==> config.mk <==
export PLATFORM = sky130hd
export DESIGN_NAME = axil_reg_bank_flat
export DESIGN_NICKNAME = d
export VERILOG_FILES = /design/src/rtl/axil_reg_bank_if.sv /design/src/rtl/axil_reg_bank.sv /design/src/flat_wrapper.sv
export SDC_FILE = /design/constraint.sdc
export NUM_CORES = 1
export LEC_CHECK = 0
export BUFFER_PORTS_ARGS = -buffer_cell sky130_fd_sc_hd__buf_2
export CORE_ASPECT_RATIO = 1.2
export CORE_MARGIN = 5
export CORE_UTILIZATION = 44
export CTS_BUF_LIST = sky130_fd_sc_hd__clkbuf_8
export DETAILED_ROUTE_END_ITERATION = 12
export PLACE_DENSITY = 0.68
export SYNTH_ARGS = -nofsm -noshare
export SYNTH_HDL_FRONTEND = slang
export SYNTH_SLANG_ARGS = --single-unit
export TNS_END_PERCENT = 50
==> constraint.sdc <==
create_clock -name axilite_clk -period 8.7 [get_ports axilite_clk]
set_clock_uncertainty 0.2 [all_clocks]
set_input_delay 1.305 -clock axilite_clk [delete_from_list [all_inputs] [get_ports axilite_clk]]
set_output_delay 1.305 -clock axilite_clk [all_outputs]
set_load 0.01 [all_outputs]
==> src/rtl/axil_reg_bank_if.sv <==
// rtl/axil_reg_bank_if.sv - AXI4-Lite bus bundle for the control-plane register bank
interface axil_reg_bank_if #(
  parameter int ADDR_W = 12
);
  logic [ADDR_W-1:0] awaddr;
  logic [2:0]        awprot;
  logic              awvalid;
  logic              awready;
  logic [31:0]       wdata;
  logic [3:0]        wstrb;
  logic              wvalid;
  logic              wready;
  logic [1:0]        bresp;
  logic              bvalid;
  logic              bready;
  logic [ADDR_W-1:0] araddr;
  logic [2:0]        arprot;
  logic              arvalid;
  logic              arready;
  logic [31:0]       rdata;
  logic [1:0]        rresp;
  logic              rvalid;
  logic              rready;

  modport master (
    output awaddr, awprot, awvalid, input awready,
    output wdata, wstrb, wvalid, input wready,
    input bresp, bvalid, output bready,
    output araddr, arprot, arvalid, input arready,
    input rdata, rresp, rvalid, output rready
  );

  modport slave (
    input awaddr, awprot, awvalid, output awready,
    input wdata, wstrb, wvalid, output wready,
    output bresp, bvalid, input bready,
    input araddr, arprot, arvalid, output arready,
    output rdata, rresp, rvalid, input rready
  );
endinterface

==> src/rtl/axil_reg_bank.sv <==
// rtl/axil_reg_bank.sv - AXI4-Lite slave register bank with control, status and sticky IRQ registers
module axil_reg_bank #(
  parameter int          ADDR_W  = 12,
  parameter logic [31:0] VERSION = 32'h0001_0000
) (
  input  logic                 axilite_clk,
  input  logic                 axilite_rst,
  axil_reg_bank_if.slave       s_axil,
  input  logic [31:0]          status_i,
  input  logic [7:0]           irq_src_i,
  output logic [31:0]          ctrl_o,
  output logic [31:0]          cmd_pulse_o,
  output logic                 irq_o
);

  localparam logic [1:0] WR_IDLE  = 2'd0;
  localparam logic [1:0] WR_WRITE = 2'd1;
  localparam logic [1:0] WR_RESP  = 2'd2;

  localparam logic RD_IDLE = 1'b0;
  localparam logic RD_DATA = 1'b1;

  localparam logic [1:0] RESP_OKAY   = 2'b00;
  localparam logic [1:0] RESP_SLVERR = 2'b10;

  // Word indices within the 32-byte window.
  localparam logic [2:0] IDX_VERSION = 3'd0;
  localparam logic [2:0] IDX_SCRATCH = 3'd1;
  localparam logic [2:0] IDX_CTRL    = 3'd2;
  localparam logic [2:0] IDX_STATUS  = 3'd3;
  localparam logic [2:0] IDX_IRQSTAT = 3'd4;
  localparam logic [2:0] IDX_IRQEN   = 3'd5;
  localparam logic [2:0] IDX_PULSE   = 3'd6;
  localparam logic [2:0] IDX_RSVD    = 3'd7;

  // Readies stay low for one cycle after reset release.
  logic              r_rdy_en;

  logic [1:0]        r_wr_state;
  logic              r_aw_got;
  logic              r_w_got;
  logic [ADDR_W-1:0] r_awaddr;
  logic [31:0]       r_wdata;
  logic [3:0]        r_wstrb;
  logic              r_bvalid;
  logic [1:0]        r_bresp;

  logic              r_rd_state;
  logic              r_rvalid;
  logic [1:0]        r_rresp;
  logic [31:0]       r_rdata;

  logic [31:0]       r_scratch;
  logic [31:0]       r_ctrl;
  logic [7:0]        r_irq_stat;
  logic [7:0]        r_irq_en;
  logic [31:0]       r_cmd_pulse;
  logic              r_irq;

  logic              w_aw_hs;
  logic              w_w_hs;
  logic              w_ar_hs;
  logic              w_wr_en;
  logic [2:0]        w_wr_idx;
  logic              w_wr_err;
  logic [31:0]       w_wmask;
  logic [7:0]        w_irq_clr;
  logic [2:0]        w_rd_idx;
  logic              w_rd_err;
  logic [31:0]       w_rd_val;
  logic              w_unused;

  assign s_axil.awready = r_rdy_en && (r_wr_state == WR_IDLE) && !r_aw_got;
  assign s_axil.wready  = r_rdy_en && (r_wr_state == WR_IDLE) && !r_w_got;
  assign s_axil.bvalid  = r_bvalid;
  assign s_axil.bresp   = r_bresp;
  assign s_axil.arready = r_rdy_en && (r_rd_state == RD_IDLE);
  assign s_axil.rvalid  = r_rvalid;
  assign s_axil.rresp   = r_rresp;
  assign s_axil.rdata   = r_rdata;

  assign ctrl_o      = r_ctrl;
  assign cmd_pulse_o = r_cmd_pulse;
  assign irq_o       = r_irq;

  assign w_aw_hs = s_axil.awvalid && s_axil.awready;
  assign w_w_hs  = s_axil.wvalid  && s_axil.wready;
  assign w_ar_hs = s_axil.arvalid && s_axil.arready;

  // Protection bits and byte-lane address bits carry no meaning here.
  assign w_unused = ^{s_axil.awprot, s_axil.arprot, r_awaddr[1:0], s_axil.araddr[1:0]};

  // Write-side decode of the captured address; anything above 0x1F or the reserved word errors.
  assign w_wr_en   = (r_wr_state == WR_WRITE);
  assign w_wr_idx  = r_awaddr[4:2];
  assign w_wr_err  = (r_awaddr[ADDR_W-1:5] != '0) || (w_wr_idx == IDX_RSVD);
  assign w_wmask   = {{8{r_wstrb[3]}}, {8{r_wstrb[2]}}, {8{r_wstrb[1]}}, {8{r_wstrb[0]}}};
  assign w_irq_clr = (w_wr_en && !w_wr_err && (w_wr_idx == IDX_IRQSTAT)) ?
                     (r_wdata[7:0] & w_wmask[7:0]) : 8'h00;

  // Read-side decode of the live AR address into the value to be registered.
  assign w_rd_idx = s_axil.araddr[4:2];
  assign w_rd_err = (s_axil.araddr[ADDR_W-1:5] != '0) || (w_rd_idx == IDX_RSVD);

  // Read mux; PULSE and error offsets read as zero.
  always_comb begin
    w_rd_val = 32'h0;
    case (w_rd_idx)
      IDX_VERSION: w_rd_val = VERSION;
      IDX_SCRATCH: w_rd_val = r_scratch;
      IDX_CTRL:    w_rd_val = r_ctrl;
      IDX_STATUS:  w_rd_val = status_i;
      IDX_IRQSTAT: w_rd_val = {24'h0, r_irq_stat};
      IDX_IRQEN:   w_rd_val = {24'h0, r_irq_en};
      default:     w_rd_val = 32'h0;
    endcase
    if (w_rd_err) begin
      w_rd_val = 32'h0;
    end
  end

  // Write channel FSM: capture AW and W independently, one update cycle, then hold the response.
  always_ff @(posedge axilite_clk or posedge axilite_rst) begin
    if (axilite_rst) begin
      r_rdy_en   <= 1'b0;
      r_wr_state <= WR_IDLE;
      r_aw_got   <= 1'b0;
      r_w_got    <= 1'b0;
      r_awaddr   <= '0;
      r_wdata    <= 32'h0;
      r_wstrb    <= 4'h0;
      r_bvalid   <= 1'b0;
      r_bresp    <= RESP_OKAY;
    end else begin
      r_rdy_en <= 1'b1;
      case (r_wr_state)
        WR_IDLE: begin
          if (w_aw_hs) begin
            r_aw_got <= 1'b1;
            r_awaddr <= s_axil.awaddr;
          end
          if (w_w_hs) begin
            r_w_got <= 1'b1;
            r_wdata <= s_axil.wdata;
            r_wstrb <= s_axil.wstrb;
          end
          if ((r_aw_got || w_aw_hs) && (r_w_got || w_w_hs)) begin
            r_wr_state <= WR_WRITE;
          end
        end
        WR_WRITE: begin
          r_aw_got   <= 1'b0;
          r_w_got    <= 1'b0;
          r_bvalid   <= 1'b1;
          r_bresp    <= w_wr_err ? RESP_SLVERR : RESP_OKAY;
          r_wr_state <= WR_RESP;
        end
        WR_RESP: begin
          if (s_axil.bready) begin
            r_bvalid   <= 1'b0;
            r_wr_state <= WR_IDLE;
          end
        end
        default: r_wr_state <= WR_IDLE;
      endcase
    end
  end

  // Register file updates, command pulse, sticky IRQ status (set beats clear) and registered IRQ line.
  always_ff @(posedge axilite_clk or posedge axilite_rst) begin
    if (axilite_rst) begin
      r_scratch   <= 32'h0;
      r_ctrl      <= 32'h0;
      r_irq_stat  <= 8'h00;
      r_irq_en    <= 8'h00;
      r_cmd_pulse <= 32'h0;
      r_irq       <= 1'b0;
    end else begin
      r_cmd_pulse <= 32'h0;
      if (w_wr_en && !w_wr_err) begin
        case (w_wr_idx)
          IDX_SCRATCH: r_scratch   <= (r_scratch & ~w_wmask) | (r_wdata & w_wmask);
          IDX_CTRL:    r_ctrl      <= (r_ctrl & ~w_wmask) | (r_wdata & w_wmask);
          IDX_IRQEN:   r_irq_en    <= (r_irq_en & ~w_wmask[7:0]) | (r_wdata[7:0] & w_wmask[7:0]);
          IDX_PULSE:   r_cmd_pulse <= r_wdata & w_wmask;
          default:     ;
        endcase
      end
      r_irq_stat <= (r_irq_stat & ~w_irq_clr) | irq_src_i;
      r_irq      <= |(r_irq_stat & r_irq_en);
    end
  end

  // Read channel FSM: register data on AR handshake, hold it until accepted.
  always_ff @(posedge axilite_clk or posedge axilite_rst) begin
    if (axilite_rst) begin
      r_rd_state <= RD_IDLE;
      r_rvalid   <= 1'b0;
      r_rresp    <= RESP_OKAY;
      r_rdata    <= 32'h0;
    end else begin
      case (r_rd_state)
        RD_IDLE: begin
          if (w_ar_hs) begin
            r_rdata    <= w_rd_val;
            r_rresp    <= w_rd_err ? RESP_SLVERR : RESP_OKAY;
            r_rvalid   <= 1'b1;
            r_rd_state <= RD_DATA;
          end
        end
        RD_DATA: begin
          if (s_axil.rready) begin
            r_rvalid   <= 1'b0;
            r_rd_state <= RD_IDLE;
          end
        end
        default: r_rd_state <= RD_IDLE;
      endcase
    end
  end

endmodule

==> src/flat_wrapper.sv <==
// flat-port wrapper written by rule: the top's interface ports become plain ports
module axil_reg_bank_flat 
#(
  parameter int          ADDR_W  = 12,
  parameter logic [31:0] VERSION = 32'h0001_0000
)
  (axilite_clk, axilite_rst, status_i, irq_src_i, ctrl_o, cmd_pulse_o, irq_o, s_axil_awaddr, s_axil_awprot, s_axil_awvalid, s_axil_awready, s_axil_wdata, s_axil_wstrb, s_axil_wvalid, s_axil_wready, s_axil_bresp, s_axil_bvalid, s_axil_bready, s_axil_araddr, s_axil_arprot, s_axil_arvalid, s_axil_arready, s_axil_rdata, s_axil_rresp, s_axil_rvalid, s_axil_rready);
  axil_reg_bank_if #(.ADDR_W(ADDR_W)) s_axil_i ();
  input  logic axilite_clk;
  input  logic axilite_rst;
  input  logic [31:0] status_i;
  input  logic [7:0] irq_src_i;
  output logic [31:0] ctrl_o;
  output logic [31:0] cmd_pulse_o;
  output logic irq_o;
  input wire logic [$bits(s_axil_i.awaddr)-1:0] s_axil_awaddr;
  input wire logic [$bits(s_axil_i.awprot)-1:0] s_axil_awprot;
  input wire logic [$bits(s_axil_i.awvalid)-1:0] s_axil_awvalid;
  output wire logic [$bits(s_axil_i.awready)-1:0] s_axil_awready;
  input wire logic [$bits(s_axil_i.wdata)-1:0] s_axil_wdata;
  input wire logic [$bits(s_axil_i.wstrb)-1:0] s_axil_wstrb;
  input wire logic [$bits(s_axil_i.wvalid)-1:0] s_axil_wvalid;
  output wire logic [$bits(s_axil_i.wready)-1:0] s_axil_wready;
  output wire logic [$bits(s_axil_i.bresp)-1:0] s_axil_bresp;
  output wire logic [$bits(s_axil_i.bvalid)-1:0] s_axil_bvalid;
  input wire logic [$bits(s_axil_i.bready)-1:0] s_axil_bready;
  input wire logic [$bits(s_axil_i.araddr)-1:0] s_axil_araddr;
  input wire logic [$bits(s_axil_i.arprot)-1:0] s_axil_arprot;
  input wire logic [$bits(s_axil_i.arvalid)-1:0] s_axil_arvalid;
  output wire logic [$bits(s_axil_i.arready)-1:0] s_axil_arready;
  output wire logic [$bits(s_axil_i.rdata)-1:0] s_axil_rdata;
  output wire logic [$bits(s_axil_i.rresp)-1:0] s_axil_rresp;
  output wire logic [$bits(s_axil_i.rvalid)-1:0] s_axil_rvalid;
  input wire logic [$bits(s_axil_i.rready)-1:0] s_axil_rready;
  assign s_axil_i.awaddr = s_axil_awaddr;
  assign s_axil_i.awprot = s_axil_awprot;
  assign s_axil_i.awvalid = s_axil_awvalid;
  assign s_axil_awready = s_axil_i.awready;
  assign s_axil_i.wdata = s_axil_wdata;
  assign s_axil_i.wstrb = s_axil_wstrb;
  assign s_axil_i.wvalid = s_axil_wvalid;
  assign s_axil_wready = s_axil_i.wready;
  assign s_axil_bresp = s_axil_i.bresp;
  assign s_axil_bvalid = s_axil_i.bvalid;
  assign s_axil_i.bready = s_axil_bready;
  assign s_axil_i.araddr = s_axil_araddr;
  assign s_axil_i.arprot = s_axil_arprot;
  assign s_axil_i.arvalid = s_axil_arvalid;
  assign s_axil_arready = s_axil_i.arready;
  assign s_axil_rdata = s_axil_i.rdata;
  assign s_axil_rresp = s_axil_i.rresp;
  assign s_axil_rvalid = s_axil_i.rvalid;
  assign s_axil_i.rready = s_axil_rready;
  axil_reg_bank #(.ADDR_W(ADDR_W), .VERSION(VERSION)) u_core (.axilite_clk(axilite_clk), .axilite_rst(axilite_rst), .s_axil(s_axil_i), .status_i(status_i), .irq_src_i(irq_src_i), .ctrl_o(ctrl_o), .cmd_pulse_o(cmd_pulse_o), .irq_o(irq_o));
endmodule
==> key figures, run 1 <==
Status
  • Run status: finished clean

Synth
  • Area leader, netlist: dfrtp_1
  • Seq/Total Area, Yosys: 58.1%
  • Synth cell types: 41
  • Synthesized area per cell: 13.1 um^2
  • Fraction of registers with async set/reset: 100%
  • Mapped Area: 0.00866 mm^2
  • FF+latch count, synth: 201
  • Ranking of synthesized cells by area: dfrtp_1 58%, mux2_2 20%, a22oi_1 2.6%
  • Post-synth EDFFs: 0
  • Gate Count Post-Synth: 662
  • Primary FF master, synth: dfrtp_1
  • Top cell type's share of synthesized area: 58.1%
  • Ys Warns: 0

Global route
  • Vias in the first global route: 6370
  • Total congestion overflow: 0
  • Global routing met3 resource utilization: 6.00%
  • Initial antenna violation count: 1
  • First-pass GRT wire length: 35400 um
  • GRT busiest layer: met2
  • Met1 GRT Util: 24.9%
  • Total global-route track usage: 19.7%
  • Met2 usage: 33.1%
  • Largest net degree at the start of global routing: 130

Timing
  • Setup violators final: 0
  • Worst slew margin: 26.0%
  • Worst slew pin tran: 1.11 ns
  • Final Cycle Share: 37.2%
  • RSZ-0062 raised after global routing: false
  • Worst Hold Margin: 0.275 ns
  • Fmax: 309 MHz
  • Max-slew violations: 0
  • Tmin final: 3.24 ns
  • Final worst slack: 5.46 ns
  • Final Hold Fails: 0
  • Setup tns final: 0 ns

CTS
  • Clk sink count: 201
  • Clk slew on worst S/H paths: 0.06 ns
  • CTS Hold Bufs: 0
  • Clock buffer depth: 3
  • CTS tree: yes
  • H-tree Lvls: 2
  • Num CTS Buffers: 35
  • Setup Fix Bufs, Post-CTS: 0
  • Root buf cell: clkbuf_8
  • CTS resizes: 0
  • Clk_lat worst skew: 0.49 ns

Detailed routing
  • Total Wirelength: 22400 um
  • First DRT Iteration DRCs: 228
  • Routed wire per std cell: 19.3 um
  • DRC: 0
  • Routed vias/inst: 5.21
  • Post-DRT Antenna Nets: 0
  • DRT Pass-1 Iters: 6
  • Via Count: 6040

Place
  • Routability Congestion: 0.790
  • Area after DPL: 0.00990 mm^2
  • I/O Buffers: 206
  • Placed insts: 1099
  • Dpl ws: 4.97 ns
  • Post-DP HPWL: 15000 um

Die
  • Rows: 56
  • Placeable core area: 0.0195 mm^2
  • IO Pins: 219
  • Initial Utilization: 44.5%
  • Die height: 164 um
  • Die width: 138 um
  • Die ar.: 0.0226 mm^2

Cells and area
  • Commonest non-fill, non-tap cell in the layout: buf_2
  • Area delta synth->final: 21.7%
  • Final net count: 988
  • Highest-count cells in the layout ignoring fill and taps: 206 x buf_2, 201 x dfrtp_1, 153 x mux2_2
  • Post-route cell area: 0.0105 mm^2
  • Non-Filler Instances: 1159
  • Utilization after layout: 54.1%
  • Layout cells sized above 1: 48.9%

Run
  • MaxCap Viol Count: 0

Setup path
  • Launch point of the worst reg-to-reg path: u_core.r_wr_state[1]
  • FF-to-FF End: u_core.r_wdata[20]
  • CP peak stage delay: 0.57 ns
  • Critical-path top delay cell: nor4b_1
  • Setup crit end kind: output port
  • Crit path max fanout: 7
  • Worst Setup Start Kind: flop
  • Crit-path cells: nor4b_1, buf_2
  • CP required: 7.19 ns
  • Crit path kind: flop to output port
  • CP Buf/Inv Count: 1
  • WP data arrival: 1.74 ns
  • Critical path's top delay family: simple AND/OR/NAND/NOR gates
  • Reg2Reg Depth: 3
  • R2R Setup Slk: 6.07 ns

Worst hold path
  • Worst Hold Launch: u_core.s_axil.rdata[6]
  • Hold path depth: 2
  • Hold crit path type: flop to flop
  • Hold EP: u_core.s_axil.rdata[6]

Power and ir drop
  • Peak supply drop: 0.140 mV
  • Pwr Density: 232 mW/mm^2
  • Pwr Total: 2.44 mW
  • Leak pwr: 5.38 nW
-- worst min-delay path, stage by stage (launching register included) --
cell and delay [ns]:
dfrtp_1 0.34, nand2_1 0.04, o21ai_0 0.06
-- worst max-delay path by stage --
stage	startpoint	to	slack, ns	cells after the start
6_report	u_core.r_wr_state[1]	s_axil_wready	5.46	2
5_1_grt	u_core.r_wr_state[1]	s_axil_wready	5.31	2
4_1_cts	u_core.r_rdy_en	s_axil_wready	5.39	2
3_5_place_dp	s_axil_araddr[2]	u_core.s_axil.rdata[17]	4.97	5
3_3_place_gp	s_axil_araddr[2]	u_core.s_axil.rdata[8]	5.04	5
2_1_floorplan	axilite_rst	asynchronous set/reset pin	1.71	1
-- routing by layer --
layer | routed length, um | up-vias
li1 | - | 2817
met1 | 9430 | 2995
met2 | 11000 | 199
met3 | 1570 | 29
met4 | 314 | 0
met5 | 0 | -
-- cells in the mapped netlist, drive strengths merged, types with 4 or more instances --
cell	instances
mux2i	4
or4bb	5
a221oi	6
nand3	5
nor4	9
a31oi	8
buf	9
clkbuf	26
a22oi	30
dfrtp	201
nor3	26
nor2b	4
o21ai	32
nand2	40
nor2	14
inv	37
and2	8
nor4bb	10
a21oi	6
nand4	8
mux2	154
-- logic make-up (layout without fill, tap and decap cells) --
group / Yosys count / in the layout / synth area share, %
DFF: 201 / 201 / 58.1
and+or+nand+nor: 140 / 140 / 11.1
other: 2 / 5 / 0.0867
muxes: 158 / 158 / 20.5
buffers and inverters: 72 / 305 / 3.55
AOI/OAI and AO/OA: 89 / 89 / 6.66
-- report_power, final --
part / internal [mW] / switching (mW)
combinational: 0.202 / 0.211
sequential: 1.07 / 0.159
clock: 0.433 / 0.364
total: 1.71 / 0.733
-- final cells by class --
cell class	instances	area, um^2
diodes	2	5.00
clock buffers	42	578
clock inverters	16	65.1
fillers	1750	8930
inverters	37	146
multi-input cells	390	3330
flip-flops and latches	201	5030
well taps	261	327
repair buffers	210	1060
Power figures use the tool's default switching activity.
==> run 2, diff against run 1 <==
PLACE_DENSITY = 0.71   (was 0.68)
clock period = 2.8 ns   (was 8.7 ns; I/O delays follow)
==> run 2 against run 1 <==
Against the previous run:
- power rose to 3.1 times the previous value
- combinational power rose to 3.3 times the previous value
- routed wire length up 3.5%
- largest cell class unchanged
- register-to-register slack worse by 5.7 ns
- non-clock buffer count up 76
- highest routed layer is now met5
- largest power group unchanged
- final area up 6.5%
- sequential share of layout area down 2.9 points
==> key figures, run 2 (same netlist as run 1, synthesis figures left out) <==
Status
  • Run status: finished clean

Timing
  • Setup violators final: 0
  • Worst slew pin tran: 0.692 ns
  • Tmin final: 2.43 ns
  • Final Hold Fails: 0
  • Final worst slack: 0.368 ns
  • Fmax: 411 MHz
  • Worst slew margin: 53.5%
  • Max-slew violations: 0
  • Final Cycle Share: 86.8%
  • RSZ-0062 raised after global routing: false

Die
  • Initial Utilization: 44.5%
  • Die height: 164 um
  • Rows: 56
  • Die width: 138 um
  • Die ar.: 0.0226 mm^2
  • IO Pins: 219
  • Placeable core area: 0.0195 mm^2

Cells and area
  • Area delta synth->final: 29.7%
  • Post-route cell area: 0.0112 mm^2
  • Commonest non-fill, non-tap cell in the layout: buf_2
  • Highest-count cells in the layout ignoring fill and taps: 206 x buf_2, 201 x dfrtp_1, 153 x mux2_2
  • Fill cells: 1656
  • # diodes: 0
  • Final net count: 1063
  • Layout cells sized above 1: 46.7%

Power and ir drop
  • Pwr Total: 7.56 mW
  • Pwr Density: 673 mW/mm^2
  • Power Internal: 5.28 mW
  • Peak supply drop: 0.418 mV
  • Sequential share of power: 50.9%
  • Switching Fraction: 30.2%
  • Psw: 2.28 mW
  • Leak pwr: 5.69 nW
  • Clock power share: 31.1%
  • Combinational fraction of design power: 18.0%

Detailed routing
  • Total Wirelength: 23100 um
  • First DRT Iteration DRCs: 400
  • Routed vias/inst: 5.24
  • DRT Pass-1 Iters: 4
  • Via Count: 6449
  • DRC: 0
  • Post-DRT Antenna Nets: 0
  • Routed wire per std cell: 18.8 um

CTS
  • H-tree Lvls: 2
  • CTS Hold Bufs: 58
  • Root buf cell: clkbuf_8
  • Clock buffer depth: 3
  • Clk_lat worst skew: 0.50 ns
  • CTS resizes: 0
  • Num CTS Buffers: 34
  • CTS tree: yes
  • Clk slew on worst S/H paths: 0.06 ns
  • Setup Fix Bufs, Post-CTS: 0
  • Clk sink count: 201

Setup path
  • Crit-path cells: nor4b_1, buf_2
  • Worst Setup Start Kind: flop
  • Crit path max fanout: 6
  • Critical-path top delay cell: nor4b_1
  • WP data arrival: 1.81 ns
  • Crit path kind: flop to output port
  • CP peak stage delay: 0.54 ns
  • Critical path's top delay family: simple AND/OR/NAND/NOR gates
  • CP Buf/Inv Count: 1
  • Setup crit end kind: output port
  • CP required: 2.18 ns

Place
  • Area after DPL: 0.0101 mm^2
  • Dpl ws: 0.399 ns
  • Post-DP HPWL: 15500 um
  • Routability Congestion: 0.814
  • I/O Buffers: 206

Worst hold path
  • Hold crit path type: primary input to flop

Global route
  • Initial antenna violation count: 1
  • First-pass GRT wire length: 37000 um
  • Total global-route track usage: 20.3%
  • Total congestion overflow: 0
  • Largest net degree at the start of global routing: 87
  • Vias in the first global route: 6938

Run
  • MaxCap Viol Count: 0
run 2: cell types whose count changed in the layout (fill, tap and decap cells not counted), sizes merged:
cell	change
inv	-1
clkbuf	-3
diode	-2
buf	+18
clkinvlp	+1
dlygate4sd3	+58
run 2: per-layer routing:
metal	vias up	global-route usage (%)	wire, um
li1	2956	-	-
met1	3245	24.4	9210
met2	199	35.4	12000
met3	47	5.42	1330
met4	2	7.46	618
met5	-	0	7
run 2: layout make-up:
cell class	instances	area (um^2)	share of cell area, %
Sequential cell	201	5030	44.8
Inverter	37	143	1.27
Clock buffer	39	537	4.78
Multi-Input combinational cell	390	3330	29.7
Clock inverter	16	65.1	0.579
Tap cell	261	327	2.91
Timing Repair Buffer	286	1800	16.0
run 2: worst reg2reg max path, stage by stage, from the launching register on:
cell and delay (ns):
dfrtp_1 0.40, or4_4 0.65, or4_4 0.78, nor3_1 0.27
run 2: power by group through the flow:
stage               combinational, mW  clock (mW)  sequential [mW]
floorplan                        1.03           0             3.69
global placement                 1.27           0             3.86
detailed placement               1.30           0             3.88
CTS                              1.37        2.43             3.83
global route                     1.50        2.56             3.92
finish                           1.36        2.35             3.84
run 2: final timing paths:
path                                        start                    endpoint  slack [ns]  depth (start not counted)
min in group asynchronous             axilite_rst  asynchronous set/reset pin        0.35                          3
max in group asynchronous             axilite_rst      u_core.s_axil.rresp[1]        1.22                          4
max reg2reg                    u_core.r_awaddr[6]      u_core.cmd_pulse_o[10]        0.41                          3
max                               u_core.r_rdy_en               s_axil_wready        0.37                          2
min                                 s_axil_wvalid              u_core.r_w_got        0.05                          3
min reg2reg                u_core.s_axil.rdata[1]      u_core.s_axil.rdata[1]        0.28                          2
run 2: through the flow:
| step | instances | TNS [ns] | hold WS (ns) | utilization [%] |
|---|---|---|---|---|
| floorplan | 663 | -84.89 | 0.259 | - |
| global placement | 1117 | 0 | 0.257 | 51.6 |
| detailed placement | 1117 | 0 | 0.265 | 51.6 |
| CTS | 1230 | 0 | 0.00262 | 57.7 |
| global route | 1230 | 0 | 0.0288 | 57.7 |
| finish | 1230 | 0 | 0.0491 | 57.7 |
